==> src/rtl/aurora_pkg.sv <==
`default_nettype none
// ============================================================================
// Module      : aurora_pkg
// Description : Shared constants, state encoding and header builder for the
//               Aurora TX burst scheduler.
// Revision    : 1.0 - initial release
// ============================================================================
package aurora_pkg;

    // Header word layout: {nibble, source index, burst length}
    localparam int c_HDR_NIB_W = 4;
    localparam int c_HDR_SRC_W = 4;
    localparam int c_HDR_LEN_W = 8;
    localparam int c_HDR_W     = c_HDR_NIB_W + c_HDR_SRC_W + c_HDR_LEN_W;

    localparam logic [c_HDR_NIB_W-1:0] c_HDR_NIBBLE = 4'hA;

    // Width of the completed-burst counter
    localparam int c_CNT_W = 16;

    // Scheduler states with fixed encodings
    typedef enum logic [1:0] {
        ST_IDLE = 2'b00,
        ST_HDR  = 2'b01,
        ST_DATA = 2'b10
    } state_t;

    // Assemble the 16-bit burst header word
    function automatic logic [c_HDR_W-1:0] f_build_hdr(
        input logic [c_HDR_SRC_W-1:0] src,
        input logic [c_HDR_LEN_W-1:0] len
    );
        return {c_HDR_NIBBLE, src, len};
    endfunction

endpackage
`default_nettype wire

==> src/rtl/aurora_tx_sched_if.sv <==
`default_nettype none
// ============================================================================
// Module      : aurora_tx_sched_if
// Description : Requester-side and Aurora-side signal bundle for the TX
//               scheduler. master = scheduler, slave = environment.
// Revision    : 1.0 - initial release
// ============================================================================
interface aurora_tx_sched_if
    import aurora_pkg::*;
#(
    parameter int DATA_WIDTH = 16,
    parameter int N_REQ      = 4
);

    logic                        CHANNEL_UP;
    logic [N_REQ*DATA_WIDTH-1:0] REQ_D;
    logic [N_REQ-1:0]            REQ_SRC_RDY_N;
    logic [N_REQ-1:0]            REQ_BURST_RDY;
    logic [N_REQ-1:0]            REQ_DST_RDY_N;
    logic [DATA_WIDTH-1:0]       TX_D;
    logic                        TX_SRC_RDY_N;
    logic                        TX_DST_RDY_N;
    logic [N_REQ-1:0]            GRANT;
    logic [c_CNT_W-1:0]          BURST_COUNT;

    modport master (
        input  CHANNEL_UP,
        input  REQ_D,
        input  REQ_SRC_RDY_N,
        input  REQ_BURST_RDY,
        input  TX_DST_RDY_N,
        output REQ_DST_RDY_N,
        output TX_D,
        output TX_SRC_RDY_N,
        output GRANT,
        output BURST_COUNT
    );

    modport slave (
        output CHANNEL_UP,
        output REQ_D,
        output REQ_SRC_RDY_N,
        output REQ_BURST_RDY,
        output TX_DST_RDY_N,
        input  REQ_DST_RDY_N,
        input  TX_D,
        input  TX_SRC_RDY_N,
        input  GRANT,
        input  BURST_COUNT
    );

endinterface
`default_nettype wire

==> src/rtl/rr_arbiter.sv <==
`default_nettype none
// ============================================================================
// Module      : rr_arbiter
// Description : Combinational round-robin arbiter. Searches upward from
//               (last grant + 1) with wrap; emits one-hot grant, its index
//               and a valid flag.
// Revision    : 1.0 - initial release
// ============================================================================
module rr_arbiter #(
    parameter int N_REQ = 4,
    parameter int IDX_W = 2
) (
    input  wire logic [N_REQ-1:0] i_req,
    input  wire logic [IDX_W-1:0] i_last,
    output logic      [N_REQ-1:0] o_grant,
    output logic      [IDX_W-1:0] o_grant_idx,
    output logic                  o_valid
);

    logic [IDX_W-1:0] w_cand;
    logic             w_found;

    // First requesting index after the last winner, wrapping modulo N_REQ
    always_comb begin
        w_cand      = '0;
        w_found     = 1'b0;
        o_grant     = '0;
        o_grant_idx = '0;
        for (int k = 1; k <= N_REQ; k++) begin
            w_cand = IDX_W'((int'(i_last) + k) % N_REQ);
            if (!w_found && i_req[w_cand]) begin
                w_found         = 1'b1;
                o_grant[w_cand] = 1'b1;
                o_grant_idx     = w_cand;
            end
        end
        o_valid = w_found;
    end

endmodule
`default_nettype wire

==> src/rtl/aurora_tx_sched.sv <==
`default_nettype none
// ============================================================================
// Module      : aurora_tx_sched
// Description : Aurora TX burst scheduler. Picks a requester round-robin,
//               sends a header word, then passes BURST_LEN data words
//               straight through from the owner to the Aurora TX port.
// Revision    : 1.0 - initial release
// ============================================================================
module aurora_tx_sched
    import aurora_pkg::*;
#(
    parameter int DATA_WIDTH = 16,
    parameter int N_REQ      = 4,
    parameter int BURST_LEN  = 16
) (
    input wire logic          USER_CLK,
    input wire logic          RESET,
    aurora_tx_sched_if.master bus
);

    localparam int IDX_W = (N_REQ > 1) ? $clog2(N_REQ) : 1;

    localparam logic [c_HDR_LEN_W-1:0] c_BURST_LEN      = c_HDR_LEN_W'(BURST_LEN);
    localparam logic [c_HDR_LEN_W-1:0] c_LAST_WORD      = c_HDR_LEN_W'(BURST_LEN - 1);
    localparam logic [IDX_W-1:0]       c_LAST_GRANT_RST = IDX_W'(N_REQ - 1);

    state_t                 r_state;
    logic [IDX_W-1:0]       r_grant_idx;
    logic [IDX_W-1:0]       r_last_grant;
    logic [N_REQ-1:0]       r_grant_oh;
    logic [c_HDR_LEN_W-1:0] r_word_cnt;
    logic [c_CNT_W-1:0]     r_burst_count;

    logic [N_REQ-1:0]       w_arb_grant;
    logic [IDX_W-1:0]       w_arb_idx;
    logic                   w_arb_valid;
    logic [DATA_WIDTH-1:0]  w_req_words [N_REQ];
    logic [DATA_WIDTH-1:0]  w_hdr;
    logic [DATA_WIDTH-1:0]  w_tx_d;
    logic                   w_tx_src_rdy_n;
    logic [N_REQ-1:0]       w_req_dst_rdy_n;
    logic                   w_xfer;

    // Split the flat requester data bus into one word per requester
    for (genvar gi = 0; gi < N_REQ; gi++) begin : g_unpack
        assign w_req_words[gi] = bus.REQ_D[gi*DATA_WIDTH +: DATA_WIDTH];
    end

    rr_arbiter #(
        .N_REQ (N_REQ),
        .IDX_W (IDX_W)
    ) u_rr_arbiter (
        .i_req       (bus.REQ_BURST_RDY),
        .i_last      (r_last_grant),
        .o_grant     (w_arb_grant),
        .o_grant_idx (w_arb_idx),
        .o_valid     (w_arb_valid)
    );

    // Header carries the owner index, zero-padded above 16 bits
    assign w_hdr = DATA_WIDTH'(f_build_hdr(c_HDR_SRC_W'(r_grant_idx), c_BURST_LEN));

    // Zero-latency datapath and handshakes; a dead channel masks every handshake
    always_comb begin
        w_tx_d          = '0;
        w_tx_src_rdy_n  = 1'b1;
        w_req_dst_rdy_n = '1;
        case (r_state)
            ST_HDR: begin
                w_tx_d         = w_hdr;
                w_tx_src_rdy_n = ~bus.CHANNEL_UP;
            end
            ST_DATA: begin
                w_tx_d                       = w_req_words[r_grant_idx];
                w_tx_src_rdy_n               = bus.REQ_SRC_RDY_N[r_grant_idx] | ~bus.CHANNEL_UP;
                w_req_dst_rdy_n[r_grant_idx] = bus.TX_DST_RDY_N | w_tx_src_rdy_n;
            end
            default: ;
        endcase
    end

    // A word moves only when both sides of the Aurora handshake are ready
    assign w_xfer = ~w_tx_src_rdy_n & ~bus.TX_DST_RDY_N;

    // Scheduler FSM: arbitrate in IDLE, send header, then count data words
    always_ff @(posedge USER_CLK or posedge RESET) begin
        if (RESET) begin
            r_state       <= ST_IDLE;
            r_grant_idx   <= '0;
            r_last_grant  <= c_LAST_GRANT_RST;
            r_grant_oh    <= '0;
            r_word_cnt    <= '0;
            r_burst_count <= '0;
        end else if (!bus.CHANNEL_UP) begin
            // Abort: drop ownership, keep last_grant so the victim keeps priority
            r_state    <= ST_IDLE;
            r_grant_oh <= '0;
            r_word_cnt <= '0;
        end else begin
            case (r_state)
                ST_IDLE: begin
                    if (w_arb_valid) begin
                        r_grant_idx <= w_arb_idx;
                        r_grant_oh  <= w_arb_grant;
                        r_state     <= ST_HDR;
                    end
                end
                ST_HDR: begin
                    if (w_xfer) begin
                        r_word_cnt <= '0;
                        r_state    <= ST_DATA;
                    end
                end
                ST_DATA: begin
                    if (w_xfer) begin
                        if (r_word_cnt == c_LAST_WORD) begin
                            r_burst_count <= r_burst_count + c_CNT_W'(1);
                            r_last_grant  <= r_grant_idx;
                            r_grant_oh    <= '0;
                            r_word_cnt    <= '0;
                            r_state       <= ST_IDLE;
                        end else begin
                            r_word_cnt <= r_word_cnt + c_HDR_LEN_W'(1);
                        end
                    end
                end
                default: r_state <= ST_IDLE;
            endcase
        end
    end

    assign bus.TX_D          = w_tx_d;
    assign bus.TX_SRC_RDY_N  = w_tx_src_rdy_n;
    assign bus.REQ_DST_RDY_N = w_req_dst_rdy_n;
    assign bus.GRANT         = r_grant_oh;
    assign bus.BURST_COUNT   = r_burst_count;

endmodule
`default_nettype wire

==> src/flat_wrapper.sv <==
// flat-port wrapper written by rule: the top's interface ports become plain ports
module aurora_tx_sched_flat import aurora_pkg::*;
#(
    parameter int DATA_WIDTH = 16,
    parameter int N_REQ      = 4,
    parameter int BURST_LEN  = 16
)
  (USER_CLK, RESET, bus_CHANNEL_UP, bus_REQ_D, bus_REQ_SRC_RDY_N, bus_REQ_BURST_RDY, bus_TX_DST_RDY_N, bus_REQ_DST_RDY_N, bus_TX_D, bus_TX_SRC_RDY_N, bus_GRANT, bus_BURST_COUNT);
  aurora_tx_sched_if #(.DATA_WIDTH(DATA_WIDTH), .N_REQ(N_REQ)) bus_i ();
  input wire logic USER_CLK;
  input wire logic RESET;
  input wire logic [$bits(bus_i.CHANNEL_UP)-1:0] bus_CHANNEL_UP;
  input wire logic [$bits(bus_i.REQ_D)-1:0] bus_REQ_D;
  input wire logic [$bits(bus_i.REQ_SRC_RDY_N)-1:0] bus_REQ_SRC_RDY_N;
  input wire logic [$bits(bus_i.REQ_BURST_RDY)-1:0] bus_REQ_BURST_RDY;
  input wire logic [$bits(bus_i.TX_DST_RDY_N)-1:0] bus_TX_DST_RDY_N;
  output wire logic [$bits(bus_i.REQ_DST_RDY_N)-1:0] bus_REQ_DST_RDY_N;
  output wire logic [$bits(bus_i.TX_D)-1:0] bus_TX_D;
  output wire logic [$bits(bus_i.TX_SRC_RDY_N)-1:0] bus_TX_SRC_RDY_N;
  output wire logic [$bits(bus_i.GRANT)-1:0] bus_GRANT;
  output wire logic [$bits(bus_i.BURST_COUNT)-1:0] bus_BURST_COUNT;
  assign bus_i.CHANNEL_UP = bus_CHANNEL_UP;
  assign bus_i.REQ_D = bus_REQ_D;
  assign bus_i.REQ_SRC_RDY_N = bus_REQ_SRC_RDY_N;
  assign bus_i.REQ_BURST_RDY = bus_REQ_BURST_RDY;
  assign bus_i.TX_DST_RDY_N = bus_TX_DST_RDY_N;
  assign bus_REQ_DST_RDY_N = bus_i.REQ_DST_RDY_N;
  assign bus_TX_D = bus_i.TX_D;
  assign bus_TX_SRC_RDY_N = bus_i.TX_SRC_RDY_N;
  assign bus_GRANT = bus_i.GRANT;
  assign bus_BURST_COUNT = bus_i.BURST_COUNT;
  aurora_tx_sched #(.DATA_WIDTH(DATA_WIDTH), .N_REQ(N_REQ), .BURST_LEN(BURST_LEN)) u_core (.USER_CLK(USER_CLK), .RESET(RESET), .bus(bus_i));
endmodule
==> config.mk <==
export PLATFORM = sky130hd
export DESIGN_NAME = aurora_tx_sched_flat
export DESIGN_NICKNAME = d
export VERILOG_FILES = /design/src/rtl/aurora_pkg.sv /design/src/rtl/aurora_tx_sched_if.sv /design/src/rtl/rr_arbiter.sv /design/src/rtl/aurora_tx_sched.sv /design/src/flat_wrapper.sv
export SDC_FILE = /design/constraint.sdc
export NUM_CORES = 1
export LEC_CHECK = 0
export ABC_AREA = 1
export CAP_MARGIN = 20
export CORE_ASPECT_RATIO = 1.4
export CORE_UTILIZATION = 40
export DETAILED_ROUTE_END_ITERATION = 12
export PLACE_DENSITY_LB_ADDON = 0.1
export SYNTH_ARGS = -nofsm -noshare
export SYNTH_HDL_FRONTEND = slang
export SYNTH_HIERARCHICAL = 1
export SYNTH_SLANG_ARGS = --single-unit
==> constraint.sdc <==
create_clock -name USER_CLK -period 2.6 [get_ports USER_CLK]
set_clock_uncertainty 0.15 [all_clocks]
set_input_delay 0.39 -clock USER_CLK [delete_from_list [all_inputs] [get_ports USER_CLK]]
set_output_delay 0.39 -clock USER_CLK [all_outputs]
set_load 0.05 [all_outputs]
Word level (Yosys, flattened, before mapping) --
Cells that the tools add are included.
Storage, ports and cells: memories kept 0, register bits after elaboration 34, memory bits (writable) 0, ROM bits 0, bits in latches 0, logic and storage cells 115
Operators by class: mux-type cells 54, reductions and logical operators 17, add/sub/neg operators 6, multiply operators 0, magnitude comparators 11, shift operators 0, equal/unequal tests 9, bitwise gates (word level) 12, div/mod/pow operators 0
Operators by type and width (count):
- 4-bit 2-to-1 mux | 9
- 16-bit binary-select mux with 2-bit select | 1
- 16-bit 2-to-1 mux | 2
- 8-bit 2-to-1 mux | 4
- 16-bit one-hot mux with 2 select lines | 1
- 2-bit 2-to-1 mux | 9
- 16-bit by 1-bit adder with 16-bit output, second input constant | 1
- 4-bit OR | 4
- 8-bit one-hot mux with 2 select lines | 1
- 2-bit by 3-bit less-than comparator with 1-bit output, second input constant | 5
- 1-bit 2-to-1 mux | 14
- 4-bit AND reduction | 3
- 1-bit binary-select mux with 2-bit select | 5
- 1-bit demux with 2-bit select | 5
- 2-bit by 1-bit greater-or-equal comparator with 1-bit output, second input constant | 5
- 3-bit by 2-bit inequality test with 1-bit output, second input constant | 3
- 8-bit by 1-bit adder with 8-bit output, second input constant | 1
- 8-bit by 4-bit equality test with 1-bit output, second input constant | 1
- 1-bit logical AND | 8
- 4-bit one-hot mux with 2 select lines | 1
- 3-bit by 1-bit inequality test with 1-bit output, second input constant | 2
- 2-bit one-hot mux with 3 select lines | 1
- 3-bit AND reduction | 2
- 2-bit by 1-bit adder with 2-bit output, second input constant | 2
- other kinds (13) | 19

Longest topological paths before layout --
depth in word-level cells 16, gate-level depth with buffers 16, gate-level depth less buffers 14

Hierarchy --
Netlist, hierarchy kept.
By module, submodules not included:
- aurora_tx_sched | area an instance 2452.4 µm², instances 1, cells an instance 330, sequential area each 853.3 µm²
- rr_arbiter | area an instance 535.5 µm², instances 1, cells an instance 81, sequential area each 0.0 µm²

Least setup slack after synthesis --
No wires, ideal clock.
kind register to output, from register u_core.r_state[0], to output port bus_TX_D[13], slack -0.017 ns, data arrival time 2.077 ns, required time 2.060 ns, stages on the path, launching flop included 6, cell sequence dfrtp_1 -> inv_1 -> ha_1 -> buf_2 -> nand2_1 -> o21ai_0
On the way: word-level cells in the longest chain between the ends 2, elaborated cells on any way between the ends 3, those cells by class eq/ne: 2; mux: 1
Ends and longest elaborated chain:
- from (decl) | line aurora_tx_sched.sv:27 | state_t r_state;
- from (signal assigned) | line aurora_tx_sched.sv:88 | r_state <= ST_IDLE;
- from (signal assigned) | line aurora_tx_sched.sv:96 | r_state <= ST_IDLE;
- from (signal assigned) | line aurora_tx_sched.sv:105 | r_state <= ST_HDR;
- 2-bit equality test or 2-bit by 1-bit equality test with 1-bit output (tied branches) | line aurora_tx_sched.sv:68 | case (r_state)
- 16-bit one-hot mux with 2 select lines * | line aurora_tx_sched.sv:68
- to (decl) | line flat_wrapper.sv:18 | output wire logic [$bits(bus_i.TX_D)-1:0] bus_TX_D;
Mark *: on every way between the ends. The rest lies on a longest branch, timed or not.

Worst setup path after layout --
from register u_core.r_grant_idx[0], to output port bus_TX_D[9]
On the way: word-level cells in the longest chain between the ends 5
Ends and longest elaborated chain:
- from (decl) | line aurora_tx_sched.sv:28 | logic [IDX_W-1:0] r_grant_idx;
- from (signal assigned) | line aurora_tx_sched.sv:103 | r_grant_idx <= w_arb_idx;
- 2-bit inverter with 3-bit output (implied by the code) | line aurora_tx_sched.sv:74 | w_tx_d = w_req_words[r_grant_idx];
- 16-bit binary-select mux with 2-bit select | line aurora_tx_sched.sv:74
- 16-bit 2-to-1 mux (implied by the code) (2 in series) | line aurora_tx_sched.sv:74
- 16-bit one-hot mux with 2 select lines | line aurora_tx_sched.sv:68
No other way between the ends. The select of a mux whose other input is x is not followed.

==> results.cfg <==
[status]
status = completed

[synth]
synth_cell_type_count = 39
ys_seq_area_share_pct = 28.6
synthFlopType = dfrtp_1
synthesis.nets = 501
synth_edf_count = 0
synth_seq_cells = 34
syn_area_um2 = 2990
syn_area_per_cell_um2 = 7.27
ys_warn_count = 6
async_flop_share_pct = 100
netlist_instances = 411

[setup_path]
path_max_fanout = 13
arrival_ps = 1930
r2r_slack_ps = 270
crit_required_ps = 2060
timing.rr.end = u_core/bus.GRANT[2]$_DFFE_PP0P_
worstRegToRegCells = 14
cp-end-kind = output pin
startpoint_type = flip-flop
crit_type = reg2out
r2r-start = u_core/r_last_grant[0]$_DFFE_PP1P_

[routing]
first_pass_iters = 4
wirelength_mm = 9.15
wl_per_cell_um = 14.3
final_antenna_net_count = 0
vias = 3330
via_per_inst = 5.21
drc = 0
drt_iter0_drc = 227

[floorplanning]
die_h_um = 104
core_um2 = 7070
io_pins = 117
dieArea_um2 = 7820
initial_core_util_pct = 42.3
core.rowCount = 36
die_width_um = 75.0

[hold_path]
holdCritPathClass = in2async

[cts]
cts_buffer_depth = 2
clock_sinks = 34
htreeDepth = 2
cts_tree = yes
clk_pin_slew_ps = 80
numCtsBuffers = 5
cts_root_buf = clkbuf_8
clkLatencyLatePin_ps = 290

[sta]
period_share_pct = 95.1
max_slew_margin_pct = 65.9
grt_setup_unrepaired = no
final-hold-violation-count = 0
fin_ws_ps = 128
setup_violations = 0
fin_crit_ps = 2470
drv_slew = 0
finalSetupTns_ps = 0
whs_ps = 349
worst_pin_slew_ps = 510
max_freq_ghz = 0.405

[cells_and_area]
fillers = 610
diodes = 0
synthToLayoutAreaGrowth_pct = 55.4
finalNetCount = 633
fin_util_pct = 65.7
drive_gt1_share_pct = 17.1
final_cell_mix = 102 x nand2_1, 95 x clkdlybuf4s50_1, 39 x inv_1, 36 x nand3_1, 32 x dfrtp_1
layout_commonest_cell = nand2_1

[placed_design]
routabilityCongestion = 0.888
placement.io_buffers = 116
dpl.hpwl_mm = 7.38
place_ws_ps = 56.1

[grt]
met1_usage_pct = 27.0
track_usage_pct = 24.3
use_met3_pct = 4.36
grt_pass1_wl_mm = 14.9
grt_pass1_vias = 3291
use_met2_pct = 45.0
grt_overflow_total = 0
grt_busiest_layer = met2
antenna_found_initial = 0
grt_max_degree = 35

[power_and_ir_drop]
p_per_area_nw_per_um2 = 631
max-vdd-ir-drop_mv = 0.501
power_leakage_uw = 0.00201

[run]
maxCapViolations = 0
==> critical path, stage by stage (launching register included) <==
cell and delay [ps]:
dfrtp_1 460, inv_2 100, nand2_1 70, clkinv_1 140
buf_4 230, a221oi_1 290, o22ai_1 160, buf_12 190
==> where the power goes <==
part	internal, uW	switching, uW	total [uW]
clock	384	213	597
sequential	573	53.9	627
combinational	701	1000	1710
==> repair_timing <==
item	CTS	global route
hold buffers	0	0
endpoints found under the hold margin	0	0
setup buffers	0	5
setup endpoints to repair	3	17
resized for setup	3	5
gates cloned	0	1
==> final cells by class <==
class                      instances  area, um^2  area share [%]
multi-input combinational        319        1890            40.6
timing repair buffer             136        1460            31.4
sequential                        34         853            18.4
inverter                          46         184            3.96
tap                               95         119            2.56
clock buffer                       5        68.8            1.48
clock inverter                     3        68.8            1.48
timing repair inverter             1        5.00           0.108
==> through the flow <==
stage | total power (uW) | cells | cell area (um^2)
2_1_floorplan | 1610 | 411 | 2990
3_5_place_dp | 2240 | 625 | 4450
6_report | 2930 | 639 | 4640
4_1_cts | 2840 | 633 | 4590
5_1_grt | 3090 | 639 | 4640
3_3_place_gp | 2220 | 625 | 4450
==> how the worst max path moves through the flow <==
stage | from | endpoint | slack [ps] | cells after the start
after detailed placement | bus_CHANNEL_UP | u_core/r_word_cnt[2]$_DFFE_PP0P_ | 60 | 8
after global routing | u_core/r_last_grant[0]$_DFFE_PP1P_ | u_core/bus.GRANT[3]$_DFFE_PP0P_ | 10 | 14
final | u_core/r_grant_idx[0]$_DFFE_PP0P_ | bus_TX_D[9] | 130 | 7
after CTS | u_core/r_state[0]$_DFFE_PP0P_ | bus_TX_D[13] | 1 | 5
after floorplan | u_core/r_state[0]$_DFFE_PP0P_ | bus_TX_D[13] | -20 | 5
after global placement | bus_CHANNEL_UP | u_core/r_word_cnt[1]$_DFFE_PP0P_ | 100 | 8
==> Yosys cell counts, types with 3 or more instances <==
cell	number	area [um^2]
nand4_1	12	75.1
nand2_4	4	45.0
nand2_2	5	31.3
nor3_1	3	15.0
o21ai_0	13	65.1
inv_1	40	150
nand3_1	36	180
ha_1	14	175
xor2_1	11	96.3
dfrtp_1	32	801
a21oi_1	22	110
inv_2	3	11.3
nor2_1	26	97.6
a221oi_1	5	43.8
a22oi_1	22	165
nand2_1	104	390
buf_6	4	45.0
nor2_2	4	25.0
a21boi_0	4	30.0
xnor2_1	5	43.8
clkbuf_1	6	22.5
o21ai_2	8	70.1
nand3_4	3	52.6
o2bb2ai_1	4	35.0
==> sequential cells by signal (all words and copies together) (netlist names) <==
name	count
u_core/bus.BURST_COUNT	16
u_core/r_word_cnt	8
u_core/bus.GRANT	4
u_core/r_grant_idx	2
u_core/r_last_grant	2
u_core/r_state	2
==> routing by layer <==
metal / vias to the layer above / routed length [um] / part of all wire, %
li1: 1650 / - / -
met1: 1550 / 3620 / 39
met2: 117 / 4880 / 53
met3: 13 / 489 / 5.3
met4: 0 / 167 / 1.8
met5: - / 0 / 0
==> cells by family (layout without fill, tap and decap cells) <==
logic type / after synthesis / count (layout) / synth area share (%)
AND/OR/NAND/NOR: 205 / 205 / 33.4
AO/OA/AOI/OAI: 84 / 84 / 18.8
buffers and inverters: 58 / 191 / 8.71
adder cells (fa/ha/maj): 14 / 14 / 5.86
XOR/XNOR: 16 / 16 / 4.69
flip-flops: 34 / 34 / 28.6
No activity file was read; power rests on OpenSTA's default activity.
==> patch, RTL diff (same flow settings) <==
The 3 states of `state_t` get a one-hot encoding in 3 bits.
--- a/src/rtl/aurora_pkg.sv
+++ b/src/rtl/aurora_pkg.sv
@@ -21,6 +21,6 @@
     // Scheduler states with fixed encodings
-    typedef enum logic [1:0] {
-        ST_IDLE = 2'b00,
-        ST_HDR  = 2'b01,
-        ST_DATA = 2'b10
+    typedef enum logic [2:0] {
+        ST_IDLE = 3'b001,
+        ST_HDR  = 3'b010,
+        ST_DATA = 3'b100
     } state_t;
Formal check against the unedited RTL: same outputs for any inputs over 4 cycles, from zero or initial values and one cycle with RESET high; so few cycles prove little.
==> patch against the unedited design <==
Power is 20% lower. Cell area decreased by 3.3%. Synthesized area fell by 3.4%. First-iteration DRC count shrank 36%. Sequential cell count up 1. Non-clock buffer count shrank 5. Worst setup slack gained 0.019 ns. Wire length down 2.0%. Critical path type unchanged. Largest cell class unchanged. Largest power group unchanged.
==> patch: results (changes against the unedited design) <==
place_ws_ns: 0.178  # was 0.0561 ns
synthMuxAreaShare: 0.0104  # was 0
synth_nets: 476  # was 501
place_inst: 605  # was 625
vias: 3125  # was 3330
synthAdderAreaFrac: 0.0433  # was 0.0586
drive_above_1_share: 0.164  # was 0.171
status: "finished, final reports clean"  # unchanged
grt_max_degree: 36  # was 35
first_iter_violations: 145  # was 227
nFillCells: 656  # was 610
drt-total-wl_um: 8970  # was 9150 um
hp-class: "reg2reg"  # was in2async
yosys-top-cells-count: "nand2_1 (83), inv_1 (43), nand3_1 (34)"  # was nand2_1 (104), inv_1 (40), nand3_1 (36)
grt_pass1_wl_um: 14300  # was 14900 um
met2WireLength_um: 4940  # was 4880 um
grt_usage: 0.249  # was 0.243
place_hpwl_um: 7280  # was 7380 um
ir_worst_vdd_uv: 320  # was 501 uV
wl_met1_um: 3370  # was 3620 um
vias_per_cell: 5.10  # was 5.21
worstPathMaxFanout: 11  # was 13
synth.distinct_cells: 36  # was 39
reg2reg_slack_ns: 0.29  # was 0.27 ns
slew_headroom: 0.658  # was 0.659
synthTopCellsByArea: "dfrtp_1 (28%), nand2_1 (11%), nand3_1 (5.9%)"  # was dfrtp_1 (27%), nand2_1 (13%), nand3_1 (6.0%)
largest_register_ffs: 16  # unchanged
yosysSeqAreaShare: 0.305  # was 0.286
wl_met3_um: 460  # was 489 um
max_stage_delay_ns: 0.42  # was 0.46 ns
r2r_end: "u_core/bus.GRANT[0]"  # was u_core/bus.GRANT[2]
power.leakage_nw: 2.09  # was 2.01 nW
post_dp_cell_area_mm2: 0.00433  # was 0.00445 mm2
arrival_ns: 1.91  # was 1.93 ns
area_growth_pct: 55.5  # was 55.4%
gp_congestion: 0.901  # was 0.888
synth_cells: 390  # was 411
r2r-start: "u_core/r_last_grant[1]"  # was u_core/r_last_grant[0]
grt_pass1_vias: 3024  # was 3291
hold_slack_ns: 0.330  # was 0.349 ns
[patch: cell types whose count changed in the layout (fill, tap and decap cells not counted), moves of 5 or more]
cell and change:
nand2_1 -19, a21oi_1 +10, o21ai_2 -8, o21ai_1 -5
[patch: layer usage]
layer | up-vias | GRT usage
li1 | 1550 | -
met1 | 1462 | 0.258
met2 | 92 | 0.486
met3 | 21 | 0.0577
met4 | 0 | 0.0725
met5 | - | 0
[patch: repair_timing]
action / 4_1_cts / 5_1_grt
resized for setup: 1 / 4
endpoints found under the setup margin: 4 / 14
endpoints found under the hold margin: 0 / 0
pin swaps: 0 / 0
[patch: where the power goes]
part	internal (mW)	total [mW]	switching [mW]
clock network	0.383	0.596	0.213
logic	0.447	1.10	0.649
registers	0.592	0.641	0.0493
[patch: how the worst max path moves through the flow]
stage	from	endpoint	slack (ns)	cells after the start
after floorplan	u_core/r_grant_idx[1]	bus_TX_D[15]	0.07	7
after global placement	bus_REQ_SRC_RDY_N[1]	bus_REQ_DST_RDY_N[3]	0.21	10
after detailed placement	bus_REQ_SRC_RDY_N[2]	bus_REQ_DST_RDY_N[0]	0.18	10
after CTS	u_core/r_grant_idx[0]	bus_REQ_DST_RDY_N[1]	0.007	10
after global routing	u_core/r_grant_idx[1]	bus_TX_D[9]	0.009	9
final	u_core/r_grant_idx[1]	bus_TX_D[15]	0.15	9
[patch: cell type report]
class / instances / area share
Clock inverter: 3 / 0.0151
Timing Repair Buffer: 131 / 0.311
Inverter: 50 / 0.0449
Sequential cell: 35 / 0.196
Clock buffer: 5 / 0.0153
Multi-Input combinational cell: 294 / 0.391
Tap cell: 95 / 0.0265
[patch: worst register-to-register path, delay by kind of cell, from the launching register on]
kind / cells / cell delay (ns)
fa+ha+maj: 1 / 0.33
buf+inv: 3 / 0.29
flops: 1 / 0.53
simple gates: 10 / 0.95
